===== src/rtl/unified_mem_ctrl_pkg.sv =====
// Shared encodings for the unified instruction/data memory controller.
// The FSM state type, beat count and request-field encodings live here.
package mem_ctrl_pkg;

   typedef enum logic [1:0] {
      ST_IDLE  = 2'd0,
      ST_DATA  = 2'd1,
      ST_FETCH = 2'd2,
      ST_DONE  = 2'd3
   } state_t;

   localparam int   WORD_BEATS = 4;
   localparam logic SIZE_BYTE  = 1'b0;
   localparam logic SIZE_WORD  = 1'b1;
   localparam logic RW_READ    = 1'b0;
   localparam logic RW_WRITE   = 1'b1;

   // A byte transfer is a single beat; a word transfer ends on beat WORD_BEATS-1.
   function automatic logic is_last_beat(input logic size, input logic [1:0] beat);
      return (size == SIZE_BYTE) || (beat == 2'(WORD_BEATS - 1));
   endfunction

endpackage


===== src/rtl/unified_mem_ctrl_if.sv =====
// Bus bundle between the CPU-side ports, the controller and the byte-wide memory.
// master = CPU/memory side, slave = the controller.
interface unified_mem_ctrl_if;
   logic        if_req;
   logic [7:0]  if_addr;
   logic [31:0] if_data;
   logic        if_ready;
   logic        d_req;
   logic        d_rw;
   logic        d_size;
   logic [7:0]  d_addr;
   logic [31:0] d_wdata;
   logic [31:0] d_rdata;
   logic        d_ready;
   logic        stall;
   logic [7:0]  mem_addr;
   logic [7:0]  mem_wdata;
   logic        mem_we;
   logic [7:0]  mem_rdata;

   modport master (
      output if_req, if_addr, d_req, d_rw, d_size, d_addr, d_wdata, mem_rdata,
      input  if_data, if_ready, d_rdata, d_ready, stall, mem_addr, mem_wdata, mem_we
   );

   modport slave (
      input  if_req, if_addr, d_req, d_rw, d_size, d_addr, d_wdata, mem_rdata,
      output if_data, if_ready, d_rdata, d_ready, stall, mem_addr, mem_wdata, mem_we
   );
endinterface


===== src/rtl/unified_mem_ctrl_word_assembler.sv =====
// Big-endian byte<->word lane steering: beat k owns word bits [31-8k:24-8k].
// Byte transfers always use bits [7:0]; byte reads are zero-extended.
module word_assembler
   import mem_ctrl_pkg::*;
(
   input  logic        clk,
   input  logic        reset,
   input  logic        capture,
   input  logic        size,
   input  logic [1:0]  beat,
   input  logic [31:0] wdata,
   input  logic [7:0]  rdata_byte,
   output logic [7:0]  lane_byte,
   output logic [31:0] word_next
);

   logic [1:0] lane_idx;

   assign lane_idx  = 2'(WORD_BEATS - 1) - beat;
   assign lane_byte = (size == SIZE_BYTE) ? wdata[7:0] : wdata[{lane_idx, 3'b000} +: 8];

   // word_next includes the byte arriving this cycle so the final beat can be
   // registered straight into the port's result register.
   generate
      for (genvar gi = 0; gi < WORD_BEATS; gi++) begin : g_lane
         logic       hit;
         logic [7:0] lane_reg;

         assign hit = (size == SIZE_WORD) && (lane_idx == 2'(gi));

         always_ff @(posedge clk) begin
            if (reset) begin
               lane_reg <= 8'h00;
            end else if (capture && hit) begin
               lane_reg <= rdata_byte;
            end
         end

         if (gi == 0) begin : g_low
            assign word_next[7:0] = ((size == SIZE_BYTE) || hit) ? rdata_byte : lane_reg;
         end else begin : g_high
            assign word_next[8*gi +: 8] = (size == SIZE_BYTE) ? 8'h00 :
                                          (hit ? rdata_byte : lane_reg);
         end
      end
   endgenerate

endmodule


===== src/rtl/unified_mem_ctrl.sv =====
// Arbitrates instruction fetch and data load/store onto one byte-wide memory,
// sequencing big-endian word transfers as four beats. Data has priority.
module unified_mem_ctrl
   import mem_ctrl_pkg::*;
(
   input  logic            Clk,
   input  logic            Reset,
   unified_mem_ctrl_if.slave bus
);

   state_t      state_reg;
   logic [7:0]  base_reg;
   logic        rw_reg;
   logic        size_reg;
   logic [1:0]  beat_reg;
   logic [31:0] wdata_reg;
   logic        if_ready_reg;
   logic        d_ready_reg;
   logic [31:0] if_data_reg;
   logic [31:0] d_rdata_reg;

   logic        busy;
   logic        write_beat;
   logic        read_beat;
   logic [7:0]  lane_byte;
   logic [31:0] word_next;

   assign busy       = (state_reg == ST_DATA) || (state_reg == ST_FETCH);
   assign write_beat = busy && (rw_reg == RW_WRITE);
   assign read_beat  = busy && (rw_reg == RW_READ);

   // Reset gates the strobe so a reset landing mid-write stops the very next store.
   assign bus.mem_we    = write_beat && !Reset;
   assign bus.mem_addr  = busy ? (base_reg + {6'b000000, beat_reg}) : 8'h00;
   assign bus.mem_wdata = write_beat ? lane_byte : 8'h00;

   assign bus.if_ready = if_ready_reg;
   assign bus.d_ready  = d_ready_reg;
   assign bus.if_data  = if_data_reg;
   assign bus.d_rdata  = d_rdata_reg;
   assign bus.stall    = (bus.if_req && !if_ready_reg) || (bus.d_req && !d_ready_reg);

   word_assembler u_word_assembler (
      .clk        (Clk),
      .reset      (Reset),
      .capture    (read_beat),
      .size       (size_reg),
      .beat       (beat_reg),
      .wdata      (wdata_reg),
      .rdata_byte (bus.mem_rdata),
      .lane_byte  (lane_byte),
      .word_next  (word_next)
   );

   always_ff @(posedge Clk) begin
      if (Reset) begin
         state_reg    <= ST_IDLE;
         base_reg     <= 8'h00;
         rw_reg       <= RW_READ;
         size_reg     <= SIZE_BYTE;
         beat_reg     <= 2'd0;
         wdata_reg    <= 32'h0;
         if_ready_reg <= 1'b0;
         d_ready_reg  <= 1'b0;
         if_data_reg  <= 32'h0;
         d_rdata_reg  <= 32'h0;
      end else begin
         if_ready_reg <= 1'b0;
         d_ready_reg  <= 1'b0;
         case (state_reg)
            ST_IDLE: begin
               beat_reg <= 2'd0;
               if (bus.d_req) begin
                  base_reg  <= bus.d_addr;
                  rw_reg    <= bus.d_rw;
                  size_reg  <= bus.d_size;
                  wdata_reg <= bus.d_wdata;
                  state_reg <= ST_DATA;
               end else if (bus.if_req) begin
                  base_reg  <= bus.if_addr;
                  rw_reg    <= RW_READ;
                  size_reg  <= SIZE_WORD;
                  state_reg <= ST_FETCH;
               end
            end
            ST_DATA, ST_FETCH: begin
               if (is_last_beat(size_reg, beat_reg)) begin
                  state_reg <= ST_DONE;
                  if (state_reg == ST_DATA) begin
                     d_ready_reg <= 1'b1;
                     if (rw_reg == RW_READ) begin
                        d_rdata_reg <= word_next;
                     end
                  end else begin
                     if_ready_reg <= 1'b1;
                     if_data_reg  <= word_next;
                  end
               end else begin
                  beat_reg <= beat_reg + 2'd1;
               end
            end
            default: begin
               state_reg <= ST_IDLE;
            end
         endcase
      end
   end

endmodule


===== src/flat_wrapper.sv =====
// flat-port wrapper written by rule: the top's interface ports become plain ports
module unified_mem_ctrl_flat import mem_ctrl_pkg::*;
  (Clk, Reset, bus_if_req, bus_if_addr, bus_d_req, bus_d_rw, bus_d_size, bus_d_addr, bus_d_wdata, bus_mem_rdata, bus_if_data, bus_if_ready, bus_d_rdata, bus_d_ready, bus_stall, bus_mem_addr, bus_mem_wdata, bus_mem_we);
  unified_mem_ctrl_if bus_i ();
  input  logic Clk;
  input  logic Reset;
  input wire logic [$bits(bus_i.if_req)-1:0] bus_if_req;
  input wire logic [$bits(bus_i.if_addr)-1:0] bus_if_addr;
  input wire logic [$bits(bus_i.d_req)-1:0] bus_d_req;
  input wire logic [$bits(bus_i.d_rw)-1:0] bus_d_rw;
  input wire logic [$bits(bus_i.d_size)-1:0] bus_d_size;
  input wire logic [$bits(bus_i.d_addr)-1:0] bus_d_addr;
  input wire logic [$bits(bus_i.d_wdata)-1:0] bus_d_wdata;
  input wire logic [$bits(bus_i.mem_rdata)-1:0] bus_mem_rdata;
  output wire logic [$bits(bus_i.if_data)-1:0] bus_if_data;
  output wire logic [$bits(bus_i.if_ready)-1:0] bus_if_ready;
  output wire logic [$bits(bus_i.d_rdata)-1:0] bus_d_rdata;
  output wire logic [$bits(bus_i.d_ready)-1:0] bus_d_ready;
  output wire logic [$bits(bus_i.stall)-1:0] bus_stall;
  output wire logic [$bits(bus_i.mem_addr)-1:0] bus_mem_addr;
  output wire logic [$bits(bus_i.mem_wdata)-1:0] bus_mem_wdata;
  output wire logic [$bits(bus_i.mem_we)-1:0] bus_mem_we;
  assign bus_i.if_req = bus_if_req;
  assign bus_i.if_addr = bus_if_addr;
  assign bus_i.d_req = bus_d_req;
  assign bus_i.d_rw = bus_d_rw;
  assign bus_i.d_size = bus_d_size;
  assign bus_i.d_addr = bus_d_addr;
  assign bus_i.d_wdata = bus_d_wdata;
  assign bus_i.mem_rdata = bus_mem_rdata;
  assign bus_if_data = bus_i.if_data;
  assign bus_if_ready = bus_i.if_ready;
  assign bus_d_rdata = bus_i.d_rdata;
  assign bus_d_ready = bus_i.d_ready;
  assign bus_stall = bus_i.stall;
  assign bus_mem_addr = bus_i.mem_addr;
  assign bus_mem_wdata = bus_i.mem_wdata;
  assign bus_mem_we = bus_i.mem_we;
  unified_mem_ctrl u_core (.Clk(Clk), .Reset(Reset), .bus(bus_i));
endmodule

===== config.mk =====
export PLATFORM = sky130hd
export DESIGN_NAME = unified_mem_ctrl_flat
export DESIGN_NICKNAME = d
export VERILOG_FILES = /design/src/rtl/unified_mem_ctrl_pkg.sv /design/src/rtl/unified_mem_ctrl_if.sv /design/src/rtl/unified_mem_ctrl_word_assembler.sv /design/src/rtl/unified_mem_ctrl.sv /design/src/flat_wrapper.sv
export SDC_FILE = /design/constraint.sdc
export NUM_CORES = 1
export LEC_CHECK = 0
export CAP_MARGIN = 15
export CORE_MARGIN = 1
export CORE_UTILIZATION = 50
export CTS_BUF_LIST = sky130_fd_sc_hd__clkbuf_4
export DETAILED_ROUTE_END_ITERATION = 8
export PLACE_DENSITY = 0.86
export SYNTH_ARGS = -nofsm -noshare
export SYNTH_HDL_FRONTEND = slang
export SYNTH_SLANG_ARGS = --single-unit

===== constraint.sdc =====
create_clock -name Clk -period 4.7 [get_ports Clk]
set_input_delay 1.41 -clock Clk [delete_from_list [all_inputs] [get_ports Clk]]
set_output_delay 1.41 -clock Clk [all_outputs]
set_load 0.02 [all_outputs]

### Word-level counts from Yosys, hierarchy flattened

Index checks and enable logic that the tools add are counted.

| cells by class | value |
|---|---|
| $add $sub $neg | 3 |
| equality and inequality tests | 9 |
| shift operators | 1 |
| mux-type cells | 24 |
| bitwise gates (word level) | 5 |
| reductions and logical operators | 32 |

Operators with widths:

| cell | number |
|---|---|
| 8-bit two-way mux | 12 |
| 32-bit by 6-bit variable part select with 8-bit output | 1 |
| 1-bit logical AND | 13 |
| 8-bit by 2-bit adder with 8-bit output | 1 |
| 2-bit == test (second input constant) | 4 |
| 2-bit two-way mux | 4 |
| 2-bit case mux with 2 select lines | 2 |
| 2-bit AND reduction | 4 |
| 1-bit two-way mux | 6 |
| 1-bit inverter | 5 |
| 2-bit by 1-bit == test with 1-bit output (second input constant) | 2 |
| 2-bit logical NOT | 2 |
| 1-bit logical OR | 4 |
| 4-bit AND reduction | 1 |
| 2-bit nonzero test | 2 |
| 1-bit logical NOT | 3 |
| 3-bit != test (second input constant) | 1 |
| 3-bit AND reduction | 1 |
| 3-bit OR reduction | 1 |
| 2-bit by 1-bit adder with 2-bit output (second input constant) | 1 |
| 2-bit by 1-bit != test with 1-bit output (second input constant) | 1 |
| 2-bit != test (second input constant) | 1 |
| 2-bit OR reduction | 1 |
| 2-bit subtractor (first input constant) | 1 |

| storage, ports and cells | value |
|---|---|
| flip-flop bits (word level) | 144 |
| input bits | 62 |
| output and inout bits | 84 |
| word-level logic and storage cells | 88 |

### Longest topological paths before layout

| depth | value |
|---|---|
| depth after elaboration | 5 |
| mapped depth | 9 |
| gate-level depth less buffers | 6 |

### Cells and area by module

Synthesis repeated with hierarchy kept, for this count alone.

| unflattened totals | value |
|---|---|
| cell total of the unflattened synthesis | 842 |
| area, all modules | 6,902.9 um^2 |

Modules (own cells, without submodules):

| module | times used | cells each | area an instance (um^2) | seq. area each (um^2) |
|---|---|---|---|---|
| unified_mem_ctrl | 1 | 555 | 4,767.1 | 2,242.2 |
| word_assembler | 1 | 287 | 2,135.8 | 640.6 |

### Least setup slack after synthesis

No wires, ideal clock.

| timing | value |
|---|---|
| kind | input to output |
| from | in Reset |
| to | out bus_mem_we |
| data arrival time | 2.061 ns |
| data required time | 3.290 ns |
| path slack | 1.229 ns |
| stages on the path | 3 |
| buffers on the path | 2 |
| cells stage by stage | buf_2 > clkbuf_1 > nor2_1 |

| on the way | value |
|---|---|
| word-level cells in the longest chain between the ends | 2 |

RTL lines:

| element | line | source |
|---|---|---|
| start, declared | flat_wrapper.sv:6 | `input logic Reset;` |
| 1-bit logical NOT | unified_mem_ctrl.sv:33 | `assign bus.mem_we = write_beat && !Reset;` |
| 1-bit logical AND | unified_mem_ctrl.sv:33 |  |
| end, declared | flat_wrapper.sv:22 | `output wire logic [$bits(bus_i.mem_we)-1:0] bus_mem_we;` |

Every way passes these cells.

### Worst setup path in the final report

| timing | value |
|---|---|
| from | in bus_if_req |
| to | out bus_stall |

| on the way | value |
|---|---|
| word-level cells in the longest chain between the ends | 2 |

RTL lines:

| element | line | source |
|---|---|---|
| start, declared | flat_wrapper.sv:7 | `input wire logic [$bits(bus_i.if_req)-1:0] bus_if_req;` |
| 1-bit logical AND | unified_mem_ctrl.sv:41 | `assign bus.stall = (bus.if_req && !if_ready_reg) \|\| (bus.d_req && !d_ready_reg);` |
| 1-bit logical OR | unified_mem_ctrl.sv:41 |  |
| end, declared | flat_wrapper.sv:19 | `output wire logic [$bits(bus_i.stall)-1:0] bus_stall;` |

Every way passes these cells.

==> reports/metrics.cfg <==
[synthesis]
synth_edf_count = 0
async_reset_ff_share_pct = 0
netlist_instances = 765
synth_area_leader_cell = dfxtp_1
synthAdderAreaFrac_pct = 2.411
syn_area_um2 = 6021
synth.distinct_cells = 35
ys.flop_type = dfxtp_1
synthMuxAreaShare_pct = 6.983
synth_common_cells = nand2_1 (251), dfxtp_1 (136), a21oi_1 (133), mux2i_1 (42), nor2_1 (28)
synth_top_area_share_pct = 45.22
synth_nets = 838
yosys.area_share.simple_pct = 22.57
ys_seq_elements = 136
yosysSeqAreaShare_pct = 45.22
synth_area_leaders = dfxtp_1 (45%), nand2_1 (16%), a21oi_1 (11%)
syn_avg_cell_area_um2 = 7.870
synth_compound_area_share_pct = 14.96
synth_xor_area_share_pct = 0.8728
synth.most_common_cell = nand2_1
synth_top_family_by_area = simple AND/OR/NAND/NOR gates
yosysWarnings = 0

[timing]
fin_ws_ns = 0.5354
finalCriticalPeriod_ns = 4.165
tightest_slew_ns = 1.086
rsz0062_at_grt = false
finalSetupViolCount = 0
finalCritPeriodShare_pct = 88.61
finalHoldViolCount = 0
finalMaxSlewViolations = 0
tns_ns = 0
slew_headroom_pct = 27.59
finalClockSkew_ns = 0.01929
fmax_mhz = 240.1

[route]
vias = 5377
drc = 13
viasPerCell = 5.220
drt_iter0_markers = 348
wirelength_mm = 14.20
avgRoutedWirePerCell_um = 13.79
first_pass_iters = 7
postRouteAntennaNets = 0

[critical_path]
cp.required_ns = 3.29
critPathArrivalTime_ns = 2.75
slowest_delay_ns = 0.62
path_buf_inv = 3
crit_path_frequent_cell = clkdlybuf4s50_1
r2r_start = u_core.beat_reg[1]
crit_type = in2out
cp_top_family = buffers and inverters
worst_setup_path_start_kind = input port
path_cells = clkdlybuf4s50_1 -> inv_1 -> o22ai_1 -> clkdlybuf4s50_1
crit_path_max_fanout = 2
slowest_stage = clkdlybuf4s50_1
cp-startpoint = bus_if_req
critPathCaptureType = output pin

[place]
place_ws_ns = 0.5275
place_congestion = 0.8065
dp_hpwl_mm = 9.445
port_buffers = 145

[floorplanning]
start_util_pct = 52.06
die_width_um = 111.7
die_y_um = 111.7
die_area_um2 = 12480
std_cell_rows = 39
io_pins = 146
core-area_um2 = 11560

[cts]
cts_setup_buffers = 0
cts.sink_count = 136
post_cts_resized = 0
ctsRootBufferMaster = clkbuf_4
clock_latency_ns = 0.52
tritoncts = yes
cts.clk_slew.worst_paths_ns = 0.10
cts_buffers = 17
cts_hold_buf = 0
clk_path_buf_depth = 2
h-tree-depth = 4

[pwr]
fin_total_pwr_mw = 3.148
p_per_area_nw_per_um2 = 411.5
power_leakage_nw = 2.667
p_sw_mw = 1.125
peakVddDrop_uv = 216.2
p_seq_share_pct = 43.7
p_clk_share_pct = 23.1
swShare_pct = 35.75
combinationalPowerShare_pct = 33.2
intPower_mw = 2.023

[global_routing]
grt_usage_pct = 23.44
grt_start_max_net_pins = 108
grt_pass1_wl_mm = 23.49
grt_overflow_total = 0
grt_pass1_vias = 4866
antenna_found_initial = 0

[finish]
drive_gt1_share_pct = 4.848
antenna_cells = 0
finalNetCount = 948
area_growth_pct = 27.08

[outcome]
status = complete, but fails checks
violations = DRC

[worst_hold_path]
holdCritStartpoint = u_core.u_word_assembler.g_lane[1].lane_reg[1]
min_path_type = reg2reg

[flow_run]
cap_violations = 0

==> path summary, 6_finish.rpt <==
check | to | slack, ns | cells past startpoint
worst max-delay path | bus_stall | 0.54 | 4
worst min-delay path | u_core.u_word_assembler.g_lane[1].lane_reg[1] | 0.46 | 2
worst max register to register | u_core.u_word_assembler.g_lane[1].lane_reg[4] | 2.68 | 4
worst min register to register | u_core.u_word_assembler.g_lane[1].lane_reg[1] | 0.46 | 2
==> logic make-up after synthesis <==
family                   count (synthesis)
AO/OA/AOI/OAI                          162
buffers and inverters                   80
flip-flops                             136
adder cells (fa/ha/maj)                 11
multiplexers                            42
AND/OR/NAND/NOR                        328
XOR/XNOR                                 6
==> worst min-delay path, stage by stage (launching register included) <==
cell	delay, ns
dfxtp_1	0.32
nand2_1	0.05
a21oi_1	0.05
==> cells in the final DEF (no fill, tap or decap), drive strengths merged <==
master | synthesis | routed
clkdlybuf4s50 | 0 | 144
a21oi | 133 | 133
o22ai | 9 | 9
a31oi | 1 | 1
a22o | 8 | 8
nor3 | 2 | 2
xor2 | 5 | 5
a22oi | 1 | 1
ha | 10 | 10
a21o | 1 | 1
o21a | 1 | 1
mux2i | 42 | 42
inv | 14 | 16
nand4 | 2 | 2
xnor2 | 1 | 1
clkbuf | 17 | 18
nand3 | 3 | 3
nor2 | 28 | 28
fa | 1 | 1
clkinvlp | 0 | 1
nor2b | 26 | 26
nand2b | 4 | 4
clkinv | 1 | 9
and4 | 1 | 1
a211oi | 8 | 8
and3b | 2 | 2
nand2 | 251 | 251
and3 | 1 | 1
and2 | 7 | 7
dfxtp | 136 | 136
buf | 48 | 12
bufinv | 0 | 2
nor3b | 1 | 1
==> power by group through the flow <==
| stage | Sequential, mW | Clock [mW] | Combinational, mW |
|---|---|---|---|
| finish | 1.38 | 0.726 | 1.04 |
| global route | 1.39 | 0.804 | 1.15 |
| CTS | 1.38 | 0.746 | 1.03 |
| detailed placement | 1.40 | 0 | 1.02 |
| global placement | 1.39 | 0 | 1.01 |
| floorplan | 1.42 | 0 | 0.726 |
==> metal layers <==
metal,vias to the layer above,track usage [%],wire [um]
li1,2720,-,-
met1,2447,29.87,6188
met2,195,38.67,6890
met3,15,6.641,970
met4,0,6.577,150
met5,-,0,0
==> through the flow <==
step | util, % | hold slack, ns | instances | area, um2
after floorplan | - | 0.4357 | 765 | 6021
after global placement | 63.64 | 0.4410 | 998 | 7360
after detailed placement | 63.64 | 0.4453 | 998 | 7360
after CTS | 65.92 | 0.4601 | 1029 | 7624
after global routing | 66.16 | 0.4759 | 1030 | 7651
final | 66.16 | 0.4583 | 1030 | 7651
==> layout make-up <==
type	instances	area, um2
multi-input combinational	549	2878
sequential	136	2723
inverter	15	56.30
timing repair buffer	156	1551
tap	143	178.9
clock buffer	18	135.1
fill	987	3914
clock inverter	13	128.9
Power figures use the tool's default switching activity.
